`src/rtl/pipe_pkg.sv`:
```
// rtl/pipe_pkg.sv - shared ALU op codes, opcodes and control bundle for the RV32 pipeline control
package pipe_pkg;

    localparam logic [2:0] ALU_ADD = 3'b000;
    localparam logic [2:0] ALU_AND = 3'b001;
    localparam logic [2:0] ALU_OR  = 3'b010;
    localparam logic [2:0] ALU_SUB = 3'b011;
    localparam logic [2:0] ALU_MUL = 3'b101;
    localparam logic [2:0] ALU_CMP = 3'b110;

    localparam logic [6:0] OP_RTYPE  = 7'b0110011;
    localparam logic [6:0] OP_IMM    = 7'b0010011;
    localparam logic [6:0] OP_LOAD   = 7'b0000011;
    localparam logic [6:0] OP_STORE  = 7'b0100011;
    localparam logic [6:0] OP_BRANCH = 7'b1100011;

    localparam logic [6:0] F7_BASE = 7'b0000000;
    localparam logic [6:0] F7_SUB  = 7'b0100000;
    localparam logic [6:0] F7_MUL  = 7'b0000001;

    localparam int CNT_W = 4;

    typedef struct packed {
        logic [2:0] aluop;
        logic       alusrc;
        logic       memread;
        logic       memwrite;
        logic       memtoreg;
        logic       regwrite;
        logic       branch;
        logic       illegal;
    } ctrl_t;

    typedef enum logic {
        S_RUN,
        S_MUL_WAIT
    } state_t;

endpackage

```
`src/rtl/ctrl_decode.sv`:
```
// rtl/ctrl_decode.sv - ID-stage instruction decoder; mul is decoded only with PIPE_CTRL_MUL_EN
import pipe_pkg::*;

module ctrl_decode #(
    parameter int REG_AW = 5
) (
    input  logic [31:0]       inst_i,
    input  logic              valid_i,
    output ctrl_t             ctrl_o,
    output logic [REG_AW-1:0] rs1_o,
    output logic [REG_AW-1:0] rs2_o,
    output logic [REG_AW-1:0] rd_o,
    output logic              rs2_used_o
);

    logic [6:0] opcode;
    logic [2:0] funct3;
    logic [6:0] funct7;

    assign opcode = inst_i[6:0];
    assign funct3 = inst_i[14:12];
    assign funct7 = inst_i[31:25];

    assign rs1_o      = REG_AW'(inst_i[19:15]);
    assign rs2_o      = REG_AW'(inst_i[24:20]);
    assign rs2_used_o = opcode inside {OP_RTYPE, OP_STORE, OP_BRANCH};

    always_comb begin
        ctrl_o = '0;
        if (valid_i) begin
            case (opcode)
                OP_RTYPE: begin
                    ctrl_o.regwrite = 1'b1;
                    case ({funct7, funct3})
                        {F7_BASE, 3'b000}: ctrl_o.aluop = ALU_ADD;
                        {F7_SUB,  3'b000}: ctrl_o.aluop = ALU_SUB;
                        {F7_BASE, 3'b111}: ctrl_o.aluop = ALU_AND;
                        {F7_BASE, 3'b110}: ctrl_o.aluop = ALU_OR;
`ifdef PIPE_CTRL_MUL_EN
                        {F7_MUL,  3'b000}: ctrl_o.aluop = ALU_MUL;
`endif
                        default:           ctrl_o.illegal = 1'b1;
                    endcase
                end
                OP_IMM: begin
                    ctrl_o.alusrc   = 1'b1;
                    ctrl_o.regwrite = 1'b1;
                    ctrl_o.illegal  = (funct3 != 3'b000);
                end
                OP_LOAD: begin
                    ctrl_o.alusrc   = 1'b1;
                    ctrl_o.memread  = 1'b1;
                    ctrl_o.memtoreg = 1'b1;
                    ctrl_o.regwrite = 1'b1;
                    ctrl_o.illegal  = (funct3 != 3'b010);
                end
                OP_STORE: begin
                    ctrl_o.alusrc   = 1'b1;
                    ctrl_o.memwrite = 1'b1;
                    ctrl_o.illegal  = (funct3 != 3'b010);
                end
                OP_BRANCH: begin
                    ctrl_o.aluop   = ALU_CMP;
                    ctrl_o.branch  = 1'b1;
                    ctrl_o.illegal = (funct3 != 3'b000);
                end
                default: ctrl_o.illegal = 1'b1;
            endcase
            // An undecodable instruction travels on as a bubble that only carries the flag
            if (ctrl_o.illegal) begin
                ctrl_o         = '0;
                ctrl_o.illegal = 1'b1;
            end
        end
    end

    assign rd_o = ctrl_o.regwrite ? REG_AW'(inst_i[11:7]) : '0;

endmodule

```
`src/rtl/pipe_ctrl.sv`:
```
// rtl/pipe_ctrl.sv - decode, ID/EX control register and hazard control; mul hold with PIPE_CTRL_MUL_EN
import pipe_pkg::*;

module pipe_ctrl #(
    parameter int MUL_LAT = 3,
    parameter int REG_AW  = 5
) (
    input  logic              clk_i,
    input  logic              rst_i,
    input  logic [31:0]       inst_i,
    input  logic              id_valid_i,
    input  logic              branch_taken_i,
    output logic              pc_write_o,
    output logic              ifid_write_o,
    output logic              ifid_flush_o,
    output logic [2:0]        ex_aluop_o,
    output logic              ex_alusrc_o,
    output logic              ex_memread_o,
    output logic              ex_memwrite_o,
    output logic              ex_memtoreg_o,
    output logic              ex_regwrite_o,
    output logic              ex_branch_o,
    output logic [REG_AW-1:0] ex_rd_o,
    output logic              mul_busy_o,
    output logic              illegal_o
);

    ctrl_t             dec_ctrl;
    logic [REG_AW-1:0] dec_rs1;
    logic [REG_AW-1:0] dec_rs2;
    logic [REG_AW-1:0] dec_rd;
    logic              dec_rs2_used;

    ctrl_t             ex_ctrl_q, ex_ctrl_d;
    logic [REG_AW-1:0] ex_rd_q, ex_rd_d;
    logic              load_use;
    logic              hold;

    ctrl_decode #(.REG_AW(REG_AW)) u_decode (
        .inst_i     (inst_i),
        .valid_i    (id_valid_i),
        .ctrl_o     (dec_ctrl),
        .rs1_o      (dec_rs1),
        .rs2_o      (dec_rs2),
        .rd_o       (dec_rd),
        .rs2_used_o (dec_rs2_used)
    );

    assign load_use = ex_ctrl_q.memread && (ex_rd_q != '0) &&
                      ((ex_rd_q == dec_rs1) || (dec_rs2_used && (ex_rd_q == dec_rs2)));

    always_comb begin
        pc_write_o   = 1'b1;
        ifid_write_o = 1'b1;
        ifid_flush_o = 1'b0;
        ex_ctrl_d    = dec_ctrl;
        ex_rd_d      = dec_rd;
        if (rst_i) begin
            ex_ctrl_d = '0;
            ex_rd_d   = '0;
        end else if (branch_taken_i) begin
            ifid_flush_o = 1'b1;
            ex_ctrl_d    = '0;
            ex_rd_d      = '0;
        end else if (hold) begin
            pc_write_o   = 1'b0;
            ifid_write_o = 1'b0;
            ex_ctrl_d    = ex_ctrl_q;
            ex_rd_d      = ex_rd_q;
        end else if (load_use) begin
            pc_write_o   = 1'b0;
            ifid_write_o = 1'b0;
            ex_ctrl_d    = '0;
            ex_rd_d      = '0;
        end
    end

    always_ff @(posedge clk_i) begin
        if (rst_i) begin
            ex_ctrl_q <= '0;
            ex_rd_q   <= '0;
        end else begin
            ex_ctrl_q <= ex_ctrl_d;
            ex_rd_q   <= ex_rd_d;
        end
    end

`ifdef PIPE_CTRL_MUL_EN
    state_t           state_q, state_d;
    logic [CNT_W-1:0] cnt_q, cnt_d;
    logic             mul_busy_q, mul_busy_d;

    assign hold = (state_q == S_MUL_WAIT);

    always_comb begin
        state_d = state_q;
        cnt_d   = cnt_q;
        case (state_q)
            S_RUN: begin
                // ex_ctrl_d already excludes bubbles forced by reset, flush or stall
                if ((MUL_LAT > 1) && (ex_ctrl_d.aluop == ALU_MUL)) begin
                    state_d = S_MUL_WAIT;
                    cnt_d   = CNT_W'(MUL_LAT - 1);
                end
            end
            S_MUL_WAIT: begin
                cnt_d = cnt_q - 1'b1;
                if (branch_taken_i || (cnt_q == CNT_W'(1))) begin
                    state_d = S_RUN;
                    cnt_d   = '0;
                end
            end
            default: begin
                state_d = S_RUN;
                cnt_d   = '0;
            end
        endcase
        mul_busy_d = (state_d == S_MUL_WAIT);
    end

    always_ff @(posedge clk_i) begin
        if (rst_i) begin
            state_q    <= S_RUN;
            cnt_q      <= '0;
            mul_busy_q <= 1'b0;
        end else begin
            state_q    <= state_d;
            cnt_q      <= cnt_d;
            mul_busy_q <= mul_busy_d;
        end
    end

    assign mul_busy_o = mul_busy_q;
`else
    assign hold       = 1'b0;
    assign mul_busy_o = 1'b0;
`endif

    assign ex_aluop_o    = ex_ctrl_q.aluop;
    assign ex_alusrc_o   = ex_ctrl_q.alusrc;
    assign ex_memread_o  = ex_ctrl_q.memread;
    assign ex_memwrite_o = ex_ctrl_q.memwrite;
    assign ex_memtoreg_o = ex_ctrl_q.memtoreg;
    assign ex_regwrite_o = ex_ctrl_q.regwrite;
    assign ex_branch_o   = ex_ctrl_q.branch;
    assign ex_rd_o       = ex_rd_q;
    assign illegal_o     = ex_ctrl_q.illegal;

endmodule

```
`config.mk`:
```
export PLATFORM = sky130hd
export DESIGN_NAME = pipe_ctrl
export DESIGN_NICKNAME = d
export VERILOG_FILES = /design/src/rtl/pipe_pkg.sv /design/src/rtl/ctrl_decode.sv /design/src/rtl/pipe_ctrl.sv
export SDC_FILE = /design/constraint.sdc
export NUM_CORES = 1
export LEC_CHECK = 0
export ABC_CLOCK_PERIOD_IN_PS = 4350
export CAP_MARGIN = 25
export CORE_ASPECT_RATIO = 1.25
export CORE_MARGIN = 3
export CORE_UTILIZATION = 37
export CTS_CLUSTER_SIZE = 20
export DETAILED_ROUTE_END_ITERATION = 10
export GPL_TIMING_DRIVEN = 0
export PLACE_DENSITY = 0.84
export SYNTH_ARGS = -nofsm -noshare
export SYNTH_HDL_FRONTEND = slang
export SYNTH_SLANG_ARGS = --single-unit
```
`constraint.sdc`:
```
create_clock -name clk_i -period 4.35 [get_ports clk_i]
set_input_delay 0.87 -clock clk_i [delete_from_list [all_inputs] [get_ports clk_i]]
set_output_delay 0.87 -clock clk_i [all_outputs]
set_load 0.03 [all_outputs]
```
==> qor.txt <==
status - finished clean
Placed Cells - 165
Yosys top cell area share - 32.86%
DRC viols - 0
Core Util, Final - 67.73%
period utilisation layout - 96.45%
Worst Max-Slew Pin Slew - 0.7250 ns
Crit. End Element - primary output
first-pass GRT wire length - 3339 µm
cts hold-fix bufs - 0
vias in the first global route - 815
Fmax - 238.3 MHz
worst reg2reg path depth - 6
post-route ant nets - 0
final number of max-transition violations - 0
critical path arrival - 3.33 ns
net switching share of the total power - 23.65%
Die Ht - 57.73 µm
Crit Path Max Fanout - 10
total number of vias - 918
Worst Hold Class - flip-flop to flip-flop
Psw - 59.69 µW
setup TNS - 0 ns
CTS HTree Levels - 1
Yosys cell types - 34
CTS tree - done
net count after synthesis - 130
Slew headroom - 51.38%
Most used DFF post-synth - dfxtp_1
mapped cell area - 792.0 µm²
post-CTS setup buffers - 0
Initial Utilization - 39.51%
Vias per Instance - 5.432
Yosys top cell by area - dfxtp_1
Core Region - 0.002004 mm²
max_cap viols - 0
CP endpoint - pc_write_o
Overflow after GRT - 0
Worst Setup Start Kind - primary input
CTS Root Cell - clkbuf_4
WL per Instance - 12.91 µm
synth warn - 0
Crit path required time - 3.48 ns
Total GRT Usage - 16.50%
internal power - 192.7 µW
final WL - 2181 µm
R2R setup slack - 2.56 ns
die area - 0.002735 mm²
post-DP HPWL - 1821 µm
final net count - 186
r2r startpoint - ex_rd_o[0]
Clock Path Buffers - 2
clk sink count - 13
critical path class - primary input to primary output
Cell Pwr Density - 185.9 mW/mm²
First DRT Iteration DRCs - 30
VDD IR-drop max - 0.1028 mV
sequential share of the synthesized area - 32.86%
initial antenna violation count - 0
post-layout min period - 4.196 ns
IO Pins - 55
RR Endpoint - ex_rd_o[4]
Async SR Flop Fraction - 0%
final hold viol count - 0
largest net degree at the start of global routing - 11
# rows - 18
top post-synthesis cells by area - dfxtp_1 (33%), xor2_1 (8.8%), nor3_1 (5.7%), nand3_1 (4.4%), buf_4 (3.8%)
non-filler cells in the finished layout - 169
post-synthesis sequential element count - 13
drt pass-1 iters - 4
Sequential Power Share - 47.3%
area delta synth->final - 71.41%
Gate Count Post-Synth - 94
later-pin clock latency in the skew report - 0.27 ns
combinational power share - 24.0%
die width - 47.38 µm
Num CTS Buffers - 3
Clk pwr share - 28.8%
GP Congestion - 0.7989
RSZ-0062 raised after global routing - false
clk_skew - 0.0008477 ns
# setup viols final - 0
crit path from - inst_i[20]
Overall Power - 252.4 µW
I/O Buffers - 51
Avg Synthesized Cell Area - 8.426 µm²
antenna fix cells - 0
Leakage Power - 0.0004940 µW
EDFF count, synth - 0
clock transition at the registers of the reported paths - 0.07 ns
Hold WS - 0.7495 ns
Post-CTS Resized - 0
share of cells above drive strength 1 - 10.74%
-- cells in the mapped netlist, types with 2 or more instances --
| cell | n |
|---|---|
| nor2_1 | 5 |
| buf_4 | 4 |
| or4_1 | 2 |
| and3b_1 | 2 |
| xor2_1 | 8 |
| nand2_1 | 5 |
| nand3_1 | 7 |
| xnor2_1 | 3 |
| nand3b_1 | 3 |
| a21oi_1 | 3 |
| o2111ai_1 | 2 |
| buf_2 | 3 |
| dfxtp_1 | 13 |
| nor3_1 | 9 |
| nor4_1 | 4 |
| nand4_1 | 2 |
| nor3b_1 | 2 |
-- how the worst min path moves through the flow --
| stage | from | end | cells after the start |
|---|---|---|---|
| 2_1_floorplan | ex_memtoreg_o | ex_regwrite_o | 3 |
| 3_3_place_gp | ex_memtoreg_o | ex_regwrite_o | 3 |
| 3_5_place_dp | ex_memtoreg_o | ex_regwrite_o | 3 |
| 4_1_cts | ex_memtoreg_o | ex_regwrite_o | 3 |
| 5_1_grt | ex_memtoreg_o | ex_regwrite_o | 3 |
| 6_report | ex_memtoreg_o | ex_regwrite_o | 3 |
-- power by group through the flow --
stage / Sequential, µW / Combinational [µW] / Clock, µW
floorplan: 123 / 22.1 / 0
global placement: 122 / 59.0 / 0
detailed placement: 122 / 60.3 / 0
CTS: 119 / 60.7 / 73.1
global route: 119 / 64.9 / 81.7
finish: 119 / 60.5 / 72.6
-- per-stage QoR --
stage,cell area [µm²],setup WS (ns)
final,1358,0.1543
after floorplan,792.0,1.122
after global placement,1328,0.1172
after detailed placement,1328,0.1019
after global routing,1358,0.04962
after CTS,1354,0.08665
-- worst max-delay path, stage by stage --
cell             delay, ns
clkdlybuf4s50_1       0.42
xor2_1                0.15
nor4_1                0.37
nand4_1               0.17
a21oi_2               0.26
buf_2                 0.26
nand2_1               0.10
buf_4                 0.13
clkdlybuf4s50_1       0.59
-- per-layer routing --
layer / GRT usage [%] / wire length (µm) / vias to the layer above / share of wire (%)
li1: - / - / 453 / -
met1: 16.57 / 776 / 408 / 36
met2: 30.27 / 1150 / 51 / 53
met3: 2.795 / 198 / 6 / 9.1
met4: 8.300 / 57 / 0 / 2.6
met5: 0 / 0 / - / 0
-- layout by cell type (no fill, tap or decap), types with 2 or more instances in the layout --
master           netlist  final
nand4_1                2      2
o2111ai_1              2      2
and3b_1                2      2
nor2_1                 5      5
xor2_1                 8      8
clkbuf_4               0      3
nand3b_1               3      3
clkbuf_1               1      2
nor4_1                 4      4
or4_1                  2      2
clkdlybuf4s50_1        0     51
a21oi_1                3      2
buf_2                  3      3
nor3b_1                2      2
nand3_1                7      7
xnor2_1                3      3
nor3_1                 9      9
buf_4                  4      4
nand2_1                5      5
dfxtp_1               13     13
-- area by class of cell --
type                    instances  area [µm²]
repair buffers                 51       510.5
clock buffers                   4       26.28
flip-flops and latches         13       260.3
plain buffers                   9       60.06
well taps                      20       25.02
inverters                       1       3.754
multi-input cells              71       471.7
fillers                       164       646.9
-- state kept, by name, summed over array words and instances (netlist names) --
register	flops
ex_alusrc_o	1
illegal_o	1
ex_memwrite_o	1
ex_memtoreg_o	1
ex_aluop_o	3
ex_rd_o	5
ex_regwrite_o	1
-- cell families after synthesis --
logic type	count (synthesis)	synth area share (%)
AOI/OAI and AO/OA	12	10.74
xor gates and xnor gates	11	12.17
buffers and inverters	10	8.055
DFF	13	32.86
other	1	0.4735
and+or+nand+nor	47	35.70
(Power assumes the default switching activity.)
